===== src/rtl/uart_pkg.sv =====
// Shared UART constants: baud divider, register map, status bits and receiver states.
package uart_pkg;

  localparam int DEFAULT_DIVIDER = 104;

  localparam logic [1:0] ADDR_DATA   = 2'd0;
  localparam logic [1:0] ADDR_STATUS = 2'd1;

  localparam int ST_AVAIL   = 0;
  localparam int ST_OVERRUN = 1;
  localparam int ST_FRAME   = 2;

  typedef enum logic [2:0] {
    IDLE,
    START,
    DATA,
    STOP,
    BREAK
  } rx_state_t;

endpackage


===== src/rtl/uart_fifo.sv =====
// Small synchronous byte FIFO; the head entry is visible on pop_data while not empty.
module uart_fifo #(
  parameter int DEPTH = 4
) (
  input  logic       clk,
  input  logic       rst_n,
  input  logic       push,
  input  logic [7:0] push_data,
  input  logic       pop,
  output logic [7:0] pop_data,
  output logic       full,
  output logic       empty
);

  localparam int AW = $clog2(DEPTH);
  localparam logic [AW:0] PTR_ONE = 1;

  logic [7:0]  mem [DEPTH];
  logic [AW:0] wr_ptr_reg;
  logic [AW:0] rd_ptr_reg;
  logic        do_push;
  logic        do_pop;

  // Pointers carry one extra wrap bit so full and empty are distinguishable.
  assign empty = (wr_ptr_reg == rd_ptr_reg);
  assign full  = (wr_ptr_reg[AW] != rd_ptr_reg[AW]) &&
                 (wr_ptr_reg[AW-1:0] == rd_ptr_reg[AW-1:0]);

  // A pop frees the slot the same cycle, so a push into a full FIFO still lands.
  assign do_pop  = pop && !empty;
  assign do_push = push && (!full || do_pop);

  assign pop_data = mem[rd_ptr_reg[AW-1:0]];

  always_ff @(posedge clk) begin
    if (do_push) begin
      mem[wr_ptr_reg[AW-1:0]] <= push_data;
    end
  end

  always_ff @(posedge clk or negedge rst_n) begin
    if (!rst_n) begin
      wr_ptr_reg <= '0;
      rd_ptr_reg <= '0;
    end else begin
      if (do_push) wr_ptr_reg <= wr_ptr_reg + PTR_ONE;
      if (do_pop)  rd_ptr_reg <= rd_ptr_reg + PTR_ONE;
    end
  end

endmodule


===== src/rtl/uart_rx.sv =====
// 8N1 UART receiver with mid-bit sampling, a small receive FIFO and a DATA/STATUS read port.
module uart_rx
  import uart_pkg::*;
#(
  parameter int DIVIDER    = DEFAULT_DIVIDER,
  parameter int FIFO_DEPTH = 4
) (
  input  logic       clk,
  input  logic       rst_n,
  input  logic       rx,
  input  logic       rd_en,
  input  logic [1:0] addr,
  output logic [7:0] rd_data,
  output logic       rd_valid,
  output logic       rx_avail
);

  localparam int CW = $clog2(DIVIDER);
  localparam logic [CW-1:0] CNT_HALF = CW'(DIVIDER / 2 - 1);
  localparam logic [CW-1:0] CNT_FULL = CW'(DIVIDER - 1);
  localparam logic [CW-1:0] CNT_ONE  = CW'(1);

  logic          rx_meta_reg, rx_s_reg;
  rx_state_t     state_reg, state_next;
  logic [CW-1:0] cnt_reg, cnt_next;
  logic [2:0]    bitn_reg, bitn_next;
  logic [7:0]    shift_reg, shift_next;
  logic          push, frame_set;
  logic          overrun_reg, frame_err_reg;
  logic [7:0]    rd_data_reg;
  logic          rd_valid_reg;
  logic          fifo_full, fifo_empty, pop;
  logic [7:0]    pop_data;
  logic          status_clr, overrun_set;
  logic [7:0]    status_word, rd_word;
  logic          evt;

  always_ff @(posedge clk or negedge rst_n) begin
    if (!rst_n) begin
      rx_meta_reg <= 1'b1;
      rx_s_reg    <= 1'b1;
    end else begin
      rx_meta_reg <= rx;
      rx_s_reg    <= rx_meta_reg;
    end
  end

  always_ff @(posedge clk or negedge rst_n) begin
    if (!rst_n) begin
      state_reg <= IDLE;
      cnt_reg   <= '0;
      bitn_reg  <= '0;
      shift_reg <= '0;
    end else begin
      state_reg <= state_next;
      cnt_reg   <= cnt_next;
      bitn_reg  <= bitn_next;
      shift_reg <= shift_next;
    end
  end

  assign evt = (cnt_reg == '0);

  always_comb begin
    state_next = state_reg;
    cnt_next   = (state_reg == IDLE) ? cnt_reg : cnt_reg - CNT_ONE;
    bitn_next  = bitn_reg;
    shift_next = shift_reg;
    push       = 1'b0;
    frame_set  = 1'b0;
    case (state_reg)
      IDLE: begin
        if (!rx_s_reg) begin
          cnt_next   = CNT_HALF;
          state_next = START;
        end
      end
      START: begin
        if (evt) begin
          if (!rx_s_reg) begin
            cnt_next   = CNT_FULL;
            bitn_next  = '0;
            state_next = DATA;
          end else begin
            state_next = IDLE;
          end
        end
      end
      DATA: begin
        if (evt) begin
          shift_next = {rx_s_reg, shift_reg[7:1]};
          cnt_next   = CNT_FULL;
          if (bitn_reg == 3'd7) state_next = STOP;
          else                  bitn_next  = bitn_reg + 3'd1;
        end
      end
      STOP: begin
        if (evt) begin
          if (rx_s_reg) begin
            push       = 1'b1;
            state_next = IDLE;
          end else begin
            frame_set  = 1'b1;
            state_next = BREAK;
          end
        end
      end
      BREAK: begin
        // Stay here until the line releases so a long break counts once.
        if (rx_s_reg) state_next = IDLE;
      end
      default: state_next = IDLE;
    endcase
  end

  uart_fifo #(.DEPTH(FIFO_DEPTH)) u_fifo (
    .clk       (clk),
    .rst_n     (rst_n),
    .push      (push),
    .push_data (shift_reg),
    .pop       (pop),
    .pop_data  (pop_data),
    .full      (fifo_full),
    .empty     (fifo_empty)
  );

  assign rx_avail    = !fifo_empty;
  assign pop         = rd_en && (addr == ADDR_DATA) && !fifo_empty;
  assign status_clr  = rd_en && (addr == ADDR_STATUS);
  assign overrun_set = push && fifo_full && !pop;

  always_comb begin
    status_word             = '0;
    status_word[ST_AVAIL]   = rx_avail;
    status_word[ST_OVERRUN] = overrun_reg;
    status_word[ST_FRAME]   = frame_err_reg;
    rd_word                 = 8'h00;
    if (rd_en) begin
      case (addr)
        ADDR_DATA:   rd_word = fifo_empty ? 8'h00 : pop_data;
        ADDR_STATUS: rd_word = status_word;
        default:     rd_word = 8'h00;
      endcase
    end
  end

  // A set in the same cycle as a clearing STATUS read wins.
  always_ff @(posedge clk or negedge rst_n) begin
    if (!rst_n) begin
      overrun_reg   <= 1'b0;
      frame_err_reg <= 1'b0;
      rd_data_reg   <= '0;
      rd_valid_reg  <= 1'b0;
    end else begin
      overrun_reg   <= overrun_set | (overrun_reg & ~status_clr);
      frame_err_reg <= frame_set | (frame_err_reg & ~status_clr);
      rd_data_reg   <= rd_word;
      rd_valid_reg  <= rd_en;
    end
  end

  assign rd_data  = rd_data_reg;
  assign rd_valid = rd_valid_reg;

endmodule


===== config.mk =====
export PLATFORM = sky130hd
export DESIGN_NAME = uart_rx
export DESIGN_NICKNAME = d
export VERILOG_FILES = /design/src/rtl/uart_pkg.sv /design/src/rtl/uart_fifo.sv /design/src/rtl/uart_rx.sv
export SDC_FILE = /design/constraint.sdc
export NUM_CORES = 1
export LEC_CHECK = 0
export BUFFER_PORTS_ARGS = -buffer_cell sky130_fd_sc_hd__buf_2
export CAP_MARGIN = 15
export CORE_ASPECT_RATIO = 1.1
export CORE_MARGIN = 1.5
export CORE_UTILIZATION = 40
export CTS_CLUSTER_DIAMETER = 60
export DETAILED_ROUTE_END_ITERATION = 16
export GPL_ROUTABILITY_DRIVEN = 0
export PLACE_DENSITY = 0.57
export SETUP_SLACK_MARGIN = 0.05
export SLEW_MARGIN = 20
export SYNTH_ARGS = -nofsm -noshare
export SYNTH_HDL_FRONTEND = slang
export SYNTH_HIERARCHICAL = 1
export SYNTH_SLANG_ARGS = --single-unit

===== constraint.sdc =====
create_clock -name clk -period 3.71 [get_ports clk]
set_input_delay 0.9275 -clock clk [delete_from_list [all_inputs] [get_ports clk]]
set_output_delay 0.9275 -clock clk [all_outputs]
set_load 0.01 [all_outputs]

# Word-level counts from Yosys, hierarchy flattened
# Memories as Yosys holds them, arrays and structs flattened.
# Cells that the tools add are included.
[word_totals]
register_bits = 40
ram_bits = 32
out_inout_bits = 10
n_memories = 1
[mem_list]
columns = ["memory", "words", "word_bits", "read_ports", "rd_clocked_by_memory_dff", "wr", "line_no", "rtl"]
rows = [
  ["u_fifo.mem", 4, 8, 1, 0, 1, "uart_fifo.sv:18", "logic [7:0] mem [DEPTH];"],
]
[classes]
add_sub_neg = 4
eq_ne = 17
muxes = 31
bitwise_logic = 5
reduce_logical = 19
[ops]
columns = ["cell", "n"]
rows = [
  ["two-way mux 7 bit", 5],
  ["two-way mux 3 bit", 11],
  ["one-hot mux 7 bit (3 select lines)", 1],
  ["two-way mux 8 bit", 2],
  ["inequality test 2 bit, second input constant", 8],
  ["one-hot mux 8 bit (2 select lines)", 1],
  ["one-hot mux 3 bit (5 select lines)", 1],
  ["adder 3 x 1 -> 3 bit, second input constant", 3],
  ["logical AND 1 bit", 8],
  ["two-way mux 1 bit", 8],
  ["zero test 7 bit", 1],
  ["subtractor 7 x 1 -> 7 bit, second input constant", 1],
  ["equality test 3 x 2 -> 1 bit, second input constant", 2],
  ["equality test 3 bit, second input constant", 2],
  ["one-hot mux 3 bit (2 select lines)", 1],
  ["AND reduction 6 bit", 1],
  ["AND reduction 5 bit", 1],
  ["equality test 3 x 1 -> 1 bit, second input constant", 1],
  ["equality test 3 bit", 1],
  ["zero test 1 bit", 3],
  ["zero test 3 bit", 1],
  ["bitwise AND 1 bit", 2],
  ["equality test 2 x 1 -> 1 bit, second input constant", 1],
  ["equality test 2 bit", 1],
  ["other kinds (8)", 9],
]

# Longest topological paths before layout
# Gate-level depths: netlist of run 1.
[logic_depth]
word_depth = 8
depth_mapped = 10
depth_no_buf = 8

# Hierarchy
# Netlist of run 1, hierarchy kept.
[by_module_without_submodules]
columns = ["mod", "n_inst", "cells_each", "area_per_inst_um2", "seq_area_each_um2"]
rows = [
  ["uart_fifo", 1, 89, 1614.0, 1111.1],
  ["uart_rx", 1, 134, 1612.8, 853.3],
]

# Least setup slack after synthesis of run 1
# No wires, ideal clock.
[synth_timing]
kind = "register to register"
startpoint = "register u_fifo.rd_ptr_reg[1]"
endpoint = "memory u_fifo.mem[0][0] (enable)"
setup_time_ns = 0.278
arrival_time_ns = 2.427
slack_ns = 1.005
stages_incl_launch_ff = 10
n_path_buf = 3
cell_sequence = "dfrtp_1 -> buf_6 -> xor2_1 -> buf_2 -> or2_2 -> nor2_1 -> nor4b_2 -> clkbuf_1 -> or4_1 -> and3_1"
[synth_between]
elab_chain_cells = 8
word_cells_on_any_way = 11
[synth_rtl]
columns = ["element", "line_no", "rtl"]
rows = [
  ["from (decl)", "uart_fifo.sv:20", "logic [AW:0] rd_ptr_reg;"],
  ["from (signal assigned)", "uart_fifo.sv:47", "if (do_pop) rd_ptr_reg <= rd_ptr_reg + PTR_ONE;"],
  ["equality test 3 bit", "uart_fifo.sv:25", "assign empty = (wr_ptr_reg == rd_ptr_reg);"],
  ["net fifo_empty", "uart_rx.sv:32", "logic fifo_full, fifo_empty, pop;"],
  ["zero test 1 bit", "uart_rx.sv:128", "assign pop = rd_en && (addr == ADDR_DATA) && !fifo_empty;"],
  ["logical AND 1 bit", "uart_rx.sv:128", ""],
  ["net pop", "uart_rx.sv:32", ""],
  ["logical AND 1 bit", "uart_fifo.sv:30", "assign do_pop = pop && !empty;"],
  ["logical OR 1 bit", "uart_fifo.sv:31", "assign do_push = push && (!full || do_pop);"],
  ["logical AND 1 bit", "uart_fifo.sv:31", ""],
  ["two-way mux 1 bit", "uart_fifo.sv:36", "if (do_push) begin"],
  ["two-way mux 1 bit (not written as such)", "uart_fifo.sv:37", "mem[wr_ptr_reg[AW-1:0]] <= push_data;"],
  ["to (decl)", "uart_fifo.sv:18", ""],
]
# The timed path passes the listed nets, and every way through them passes these cells.

# Worst setup path after layout of run 1
[layout_timing]
startpoint = "register cnt_reg[2]"
endpoint = "memory u_fifo.mem[3][1] (enable)"
[layout_between]
elab_chain_cells = 6
[layout_rtl]
columns = ["element", "line_no", "rtl"]
rows = [
  ["from (decl)", "uart_rx.sv:25", "logic [CW-1:0] cnt_reg, cnt_next;"],
  ["from (signal assigned)", "uart_rx.sv:56", "cnt_reg <= cnt_next;"],
  ["zero test 7 bit", "uart_rx.sv:62", "assign evt = (cnt_reg == '0);"],
  ["two-way mux 1 bit", "uart_rx.sv:98", "if (evt) begin"],
  ["two-way mux 1 bit", "uart_rx.sv:71", "case (state_reg)"],
  ["net push", "uart_rx.sv:28", "logic push, frame_set;"],
  ["logical AND 1 bit", "uart_fifo.sv:31", ""],
  ["two-way mux 1 bit", "uart_fifo.sv:36", ""],
  ["two-way mux 1 bit (not written as such)", "uart_fifo.sv:37", ""],
]
# The timed path passes the listed nets, and every way through them passes these cells.

==> results of run 1 <==
[metal layers]
metal / global-route usage, % / routed length [microns] / part of all wire [%]
met5: 0 / 0 / 0
met1: 20.0 / 2660 / 47
met3: 3.91 / 128 / 2.3
met2: 22.6 / 2760 / 49
met4: 4.69 / 65 / 1.2
[worst paths after layout]
kind	depth (start not counted)	slack [ns]	to
setup / recovery	6	0.68	u_fifo/mem[3][1]
min in group asynchronous	1	0.71	cnt_reg[0]
hold / removal	0	0.36	rx_s_reg
max in group asynchronous	1	2.44	u_fifo/wr_ptr_reg[1]
setup reg to reg	6	0.68	u_fifo/mem[3][1]
hold reg to reg	0	0.36	rx_s_reg
[final cells by class]
cell class,count,share of cell area (%)
Clock inverter,7,1.43
Sequential cell,72,54.9
Inverter,9,0.944
Clock buffer,9,3.46
Timing Repair Buffer,18,2.73
Tap cell,108,3.77
Multi-Input combinational cell,132,32.8
[cells by family after synthesis]
| logic type | after synthesis | share of synthesized area, % |
|---|---|---|
| flops | 72 | 60.9 |
| simple gates | 60 | 11.0 |
| compound gates | 35 | 9.77 |
| mux | 23 | 10.7 |
| buf+inv | 19 | 2.75 |
| fa+ha+maj | 9 | 3.49 |
| xor+xnor | 5 | 1.36 |
[report_power, final]
group          switching [uW]  internal, uW
combinational             127           100
sequential               36.2           846
clock                     301           248
total                     464          1190
[critical path, delay by kind of cell (launching register included)]
family                 cells  cell delay (ns)
AOI/OAI and AO/OA          1             0.09
DFF                        1             0.45
buffers and inverters      1             0.26
and+or+nand+nor            4             1.90
[cells in the final DEF, fill, tap and decap left out, types with 2 or more instances in the layout]
cell type	netlist	layout
buf_2	2	15
mux2_2	12	12
and2_1	6	6
a22o_1	2	2
clkbuf_8	0	9
and3_1	6	6
edfxtp_1	32	32
nand4_1	2	2
a21o_1	3	3
a31oi_1	2	2
o31ai_1	6	6
inv_6	0	4
inv_1	9	9
nand3_1	3	3
nor2_1	9	9
xnor2_1	2	2
or4_1	3	3
mux2i_1	2	2
xor2_1	3	3
dfrtp_1	38	38
a2111oi_4	2	2
or3b_2	2	2
ha_1	9	9
or3_1	3	3
nor4b_1	2	2
mux4_2	8	8
a21oi_1	5	5
dfstp_2	2	2
nand2_1	10	10
buf_4	0	3
nor3_1	4	4
[stage by stage]
step / total power, uW / cells
6_report: 1660 / 355
3_5_place_dp: 1130 / 339
5_1_grt: 1750 / 355
2_1_floorplan: 1070 / 223
4_1_cts: 1690 / 355
3_3_place_gp: 1130 / 339
==> flow_summary_export.csv, run 1 <==
group,metric,value,unit
cells_and_area,largest_reg_flops,32,
routing,routed_via_density,5.17,
yosys,synthesis.area,0.00323,sq mm
yosys,synthTopCellsByCount,"38 x dfrtp_1, 32 x edfxtp_1, 12 x mux2_2",
yosys,syn_area_per_cell,14.5,sq um
critical_path,worstSetupPathType,"flop to flop",
timing,slew_violations,0,
run,max-cap-violations,0,
die,initial_core_util,41.0,%
die,core,0.00787,sq mm
clock_network,path_clk_slew,0.08,ns
yosys,synth-warning-count,6,
clock_network,numCtsBuffers,9,
cells_and_area,post_route_cells_drive_above_1_share,27.1,%
critical_path,critPathMaxStageDelay,0.73,ns
timing,finClkSkew,0.0155,ns
critical_path,cp_max_fo,8,
yosys,yosys_register_bits,72,
cells_and_area,fin_area,0.00358,sq mm
die,die_x,88.6,microns
cells_and_area,utilization,45.5,%
timing,tns,0,ns
grt,first_global_vias,1858,
grt,grt_first_pass_wirelength,9500,microns
grt,grt_overflow,0,
critical_path,critPathArrivalTime,3.04,ns
yosys,ys_types,56,
yosys,synth_top_area_share,29.8,%
power,powerDensity,463,mW/mm^2
clock_network,post-cts-setup-buffers,0,
yosys,synth-edff-count,32,
power,ir_worst_vdd,0.223,mV
critical_path,crit_path_top_delay_cell,"or4_1",
yosys,synthTopCellsByArea,"edfxtp_1 30%, dfrtp_1 29%, mux4_2 5.6%",
timing,period_needed,3.03,ns
critical_path,start_kind,"flop",
timing,rsz0062_at_grt,"no",
yosys,ys_async_sr_fraction,55.6,%
die,dieArea,0.00862,sq mm
timing,slew_headroom,41.0,%
routing,drc,0,
clock_network,cts_root_buf,"clkbuf_8",
die,die_y,97.2,microns
yosys,ys_seq_area_share,60.9,%
critical_path,crit_path_end_kind,"flop",
grt,antenna_found_initial,0,
grt,grt_max_degree,41,
cells_and_area,ff_latch_area,0.00196,sq mm
routing,firstDrtPassIters,4,
clock_network,cts_buffer_depth,2,
place,numPortBuffers,15,
clock_network,cts_tree,"done",
die,io_pins,16,
clock_network,hold_buffers,0,
place,place_area,0.00340,sq mm
cells_and_area,antennaDiodeCount,0,
clock_network,cts.sinks,72,
cells_and_area,nNetsFinal,257,
routing,routed_wl,5610,microns
timing,setup_viol_count_final,0,
critical_path,startpoint,"cnt_reg[2]",
timing,fmax,330,MHz
yosys,yosysTopAreaCell,"edfxtp_1",
cells_and_area,n_fill_cell,709,
routing,initialDrtViolationCount,55,
min_path,hold_start,"rx_meta_reg",
clock_network,cts_max_level,3,
power,leakage,0.00161,uW
clock_network,clk_latency,0.34,ns
timing,min_period_over_period,81.6,%
yosys,synth_fp_nets,238,
timing,setup_slack,0.683,ns
yosys,syn_inst,223,
yosys,yosysMostFrequentCell,"dfrtp_1",
critical_path,required,3.72,ns
status,outcome,"finished clean",
critical_path,rr_startpoint,"cnt_reg[2]",
yosys,synth_flop_cell,"dfrtp_1",
timing,hold_viol_final,0,
timing,tightestPinTransition,0.885,ns
timing,hold_ws,0.358,ns
grt,track_usage,14.6,%
routing,wl_per_cell,15.8,microns
cells_and_area,multi_input_area,0.00117,sq mm
die,num_rows,34,
clock_network,cts.repair.resized,0,
place,place_hpwl,3850,microns
place,dp_slack,0.712,ns
routing,final_antenna_net_count,0,
min_path,hp-class,"flop to flop",
critical_path,path_cells,"or4_1, or4_4, nor2_1, and2_1, o41ai_2, inv_1",
routing,vias,1836,
cells_and_area,syn2layout_area_growth,10.9,%
No activity file was read; power rests on OpenSTA's default activity.
==> run 2, diff against run 1 <==
- clock period: 3.71 -> 3 ns (I/O delays scaled with it)
==> run 2 against run 1 <==
Effect of this change:
- hold slack improved by 0.0015 ns
- non-clock buffer count rose by 5
- via count rose by 3.0%
- worst setup slack got worse by 0.40 ns
- clock skew fell by 0.0065 ns
- first-iteration DRC count fell by 35%
- core utilization rose by 1.2 points
- largest cell class unchanged
- critical path type unchanged
==> flow_summary_export.csv, run 2 (same netlist as run 1, synthesis figures left out) <==
group,metric,value,unit
status,outcome,"finished clean",
clock_network,cts_root_buf,"clkbuf_8",
cells_and_area,nNetsFinal,262,
grt,first_global_vias,1946,
run,max-cap-violations,0,
timing,rsz0062_at_grt,"no",
critical_path,crit_path_top_delay_cell,"or4_1",
clock_network,numCtsBuffers,9,
clock_network,cts.sinks,72,
cells_and_area,post_route_cells_drive_above_1_share,29.0,%
die,dieArea,0.00862,sq mm
critical_path,rr_worst_depth,5,
critical_path,rr_startpoint,"cnt_reg[2]",
power,powerDensity,618,mW/mm^2
clock_network,cts.repair.resized,0,
critical_path,rrSetupSlack,0.28,ns
die,die_y,97.2,microns
routing,final_antenna_net_count,0,
critical_path,start_kind,"flop",
cells_and_area,largest_reg_flops,32,
die,io_pins,16,
routing,routed_wl,5810,microns
critical_path,crit_family,"simple AND/OR/NAND/NOR gates",
critical_path,cp_max_fo,8,
clock_network,clk_latency,0.35,ns
min_path,hold_end,"rx_s_reg",
critical_path,critPathBufInv,1,
critical_path,startpoint,"cnt_reg[2]",
routing,wl_per_cell,16.2,microns
routing,firstDrtPassIters,4,
clock_network,path_clk_slew,0.08,ns
timing,tightestPinTransition,0.918,ns
timing,tns,0,ns
power,leakage,0.00166,uW
cells_and_area,antennaDiodeCount,0,
clock_network,cts_buffer_depth,2,
timing,finClkSkew,0.00904,ns
min_path,hp-class,"flop to flop",
critical_path,regToRegEndpoint,"u_fifo/mem[2][2]",
critical_path,path_cells,"or4_1, or4_4, nor2_1, buf_4, and3_1",
grt,grt_max_degree,41,
critical_path,required,3.00,ns
power,ir_worst_vdd,0.242,mV
timing,hold_viol_final,0,
cells_and_area,final_common_cell,"dfrtp_1",
routing,drc,0,
place,place_hpwl,3990,microns
place,numPortBuffers,15,
critical_path,worstSetupPathType,"flop to flop",
timing,slew_violations,0,
cells_and_area,layout_common_cells,"38 x dfrtp_1, 32 x edfxtp_1, 15 x buf_2",
timing,min_period_over_period,90.7,%
routing,routed_via_density,5.25,
min_path,min_path_cells,0,
timing,slew_headroom,38.8,%
timing,period_needed,2.72,ns
clock_network,post-cts-setup-buffers,0,
die,initial_core_util,41.0,%
critical_path,critPathArrivalTime,2.73,ns
clock_network,cts_tree,"done",
timing,setup_viol_count_final,0,
critical_path,crit_path_end_kind,"flop",
place,dp_slack,0.327,ns
power,finalPower,2270,uW
die,num_rows,34,
cells_and_area,syn2layout_area_growth,13.9,%
grt,track_usage,15.1,%
grt,antenna_found_initial,0,
grt,grt_overflow,0,
routing,vias,1891,
critical_path,critPathMaxStageDelay,0.57,ns
routing,initialDrtViolationCount,36,
die,die_x,88.6,microns
die,core,0.00787,sq mm
grt,grt_first_pass_wirelength,9620,microns
clock_network,cts_max_level,3,
timing,setup_slack,0.278,ns
min_path,hold_start,"rx_meta_reg",
timing,fmax,367,MHz
clock_network,hold_buffers,0,
[run 2: stage by stage]
step	instance area, sq um	hold WS, ns	std cells	utilization, %
after CTS	3670	0.362	360	46.7
after global placement	3440	0.348	344	43.7
after detailed placement	3440	0.349	344	43.7
after floorplan	3230	0.345	223	-
final	3670	0.359	360	46.7
after global routing	3670	0.370	360	46.7
[run 2: final cells by class]
cell class / count / area (sq um)
Clock inverter: 7 / 109
Tap cell: 108 / 135
Fill cell: 715 / 4200
Inverter: 9 / 33.8
Timing Repair Buffer: 23 / 135
Multi-Input combinational cell: 132 / 1170
Clock buffer: 9 / 124
Sequential cell: 72 / 1960
[run 2: per-layer routing]
layer / routed length (microns) / up-vias / global-route usage [%]
met1: 2600 / 953 / 18.6
met3: 161 / 14 / 3.82
met4: 153 / 0 / 8.17
met5: 0 / - / 0
met2: 2900 / 24 / 24.1
li1: - / 900 / -
[run 2: worst reg2reg max path: stages (launching register included)]
cell,delay (ns)
dfrtp_1,0.44
or4_1,0.57
or4_4,0.57
nor2_1,0.20
buf_4,0.18
and3_1,0.41
[run 2: worst max-delay path by stage]
stage | end | slack, ns | cells after the start
final | u_fifo/mem[2][2] | 0.28 | 5
after global routing | u_fifo/mem[2][0] | 0.17 | 5
after CTS | u_fifo/mem[2][2] | 0.30 | 5
after detailed placement | u_fifo/mem[2][4] | 0.33 | 5
after global placement | u_fifo/mem[2][7] | 0.35 | 5
after floorplan | u_fifo/mem[0][0] | 0.30 | 9
[run 2: report_power, final]
part           internal [uW]  total, uW  leakage (uW)  switching [uW]
clock                    487        887      0.000118             400
sequential              1050       1090      0.000895            44.3
combinational            131        294      0.000651             163
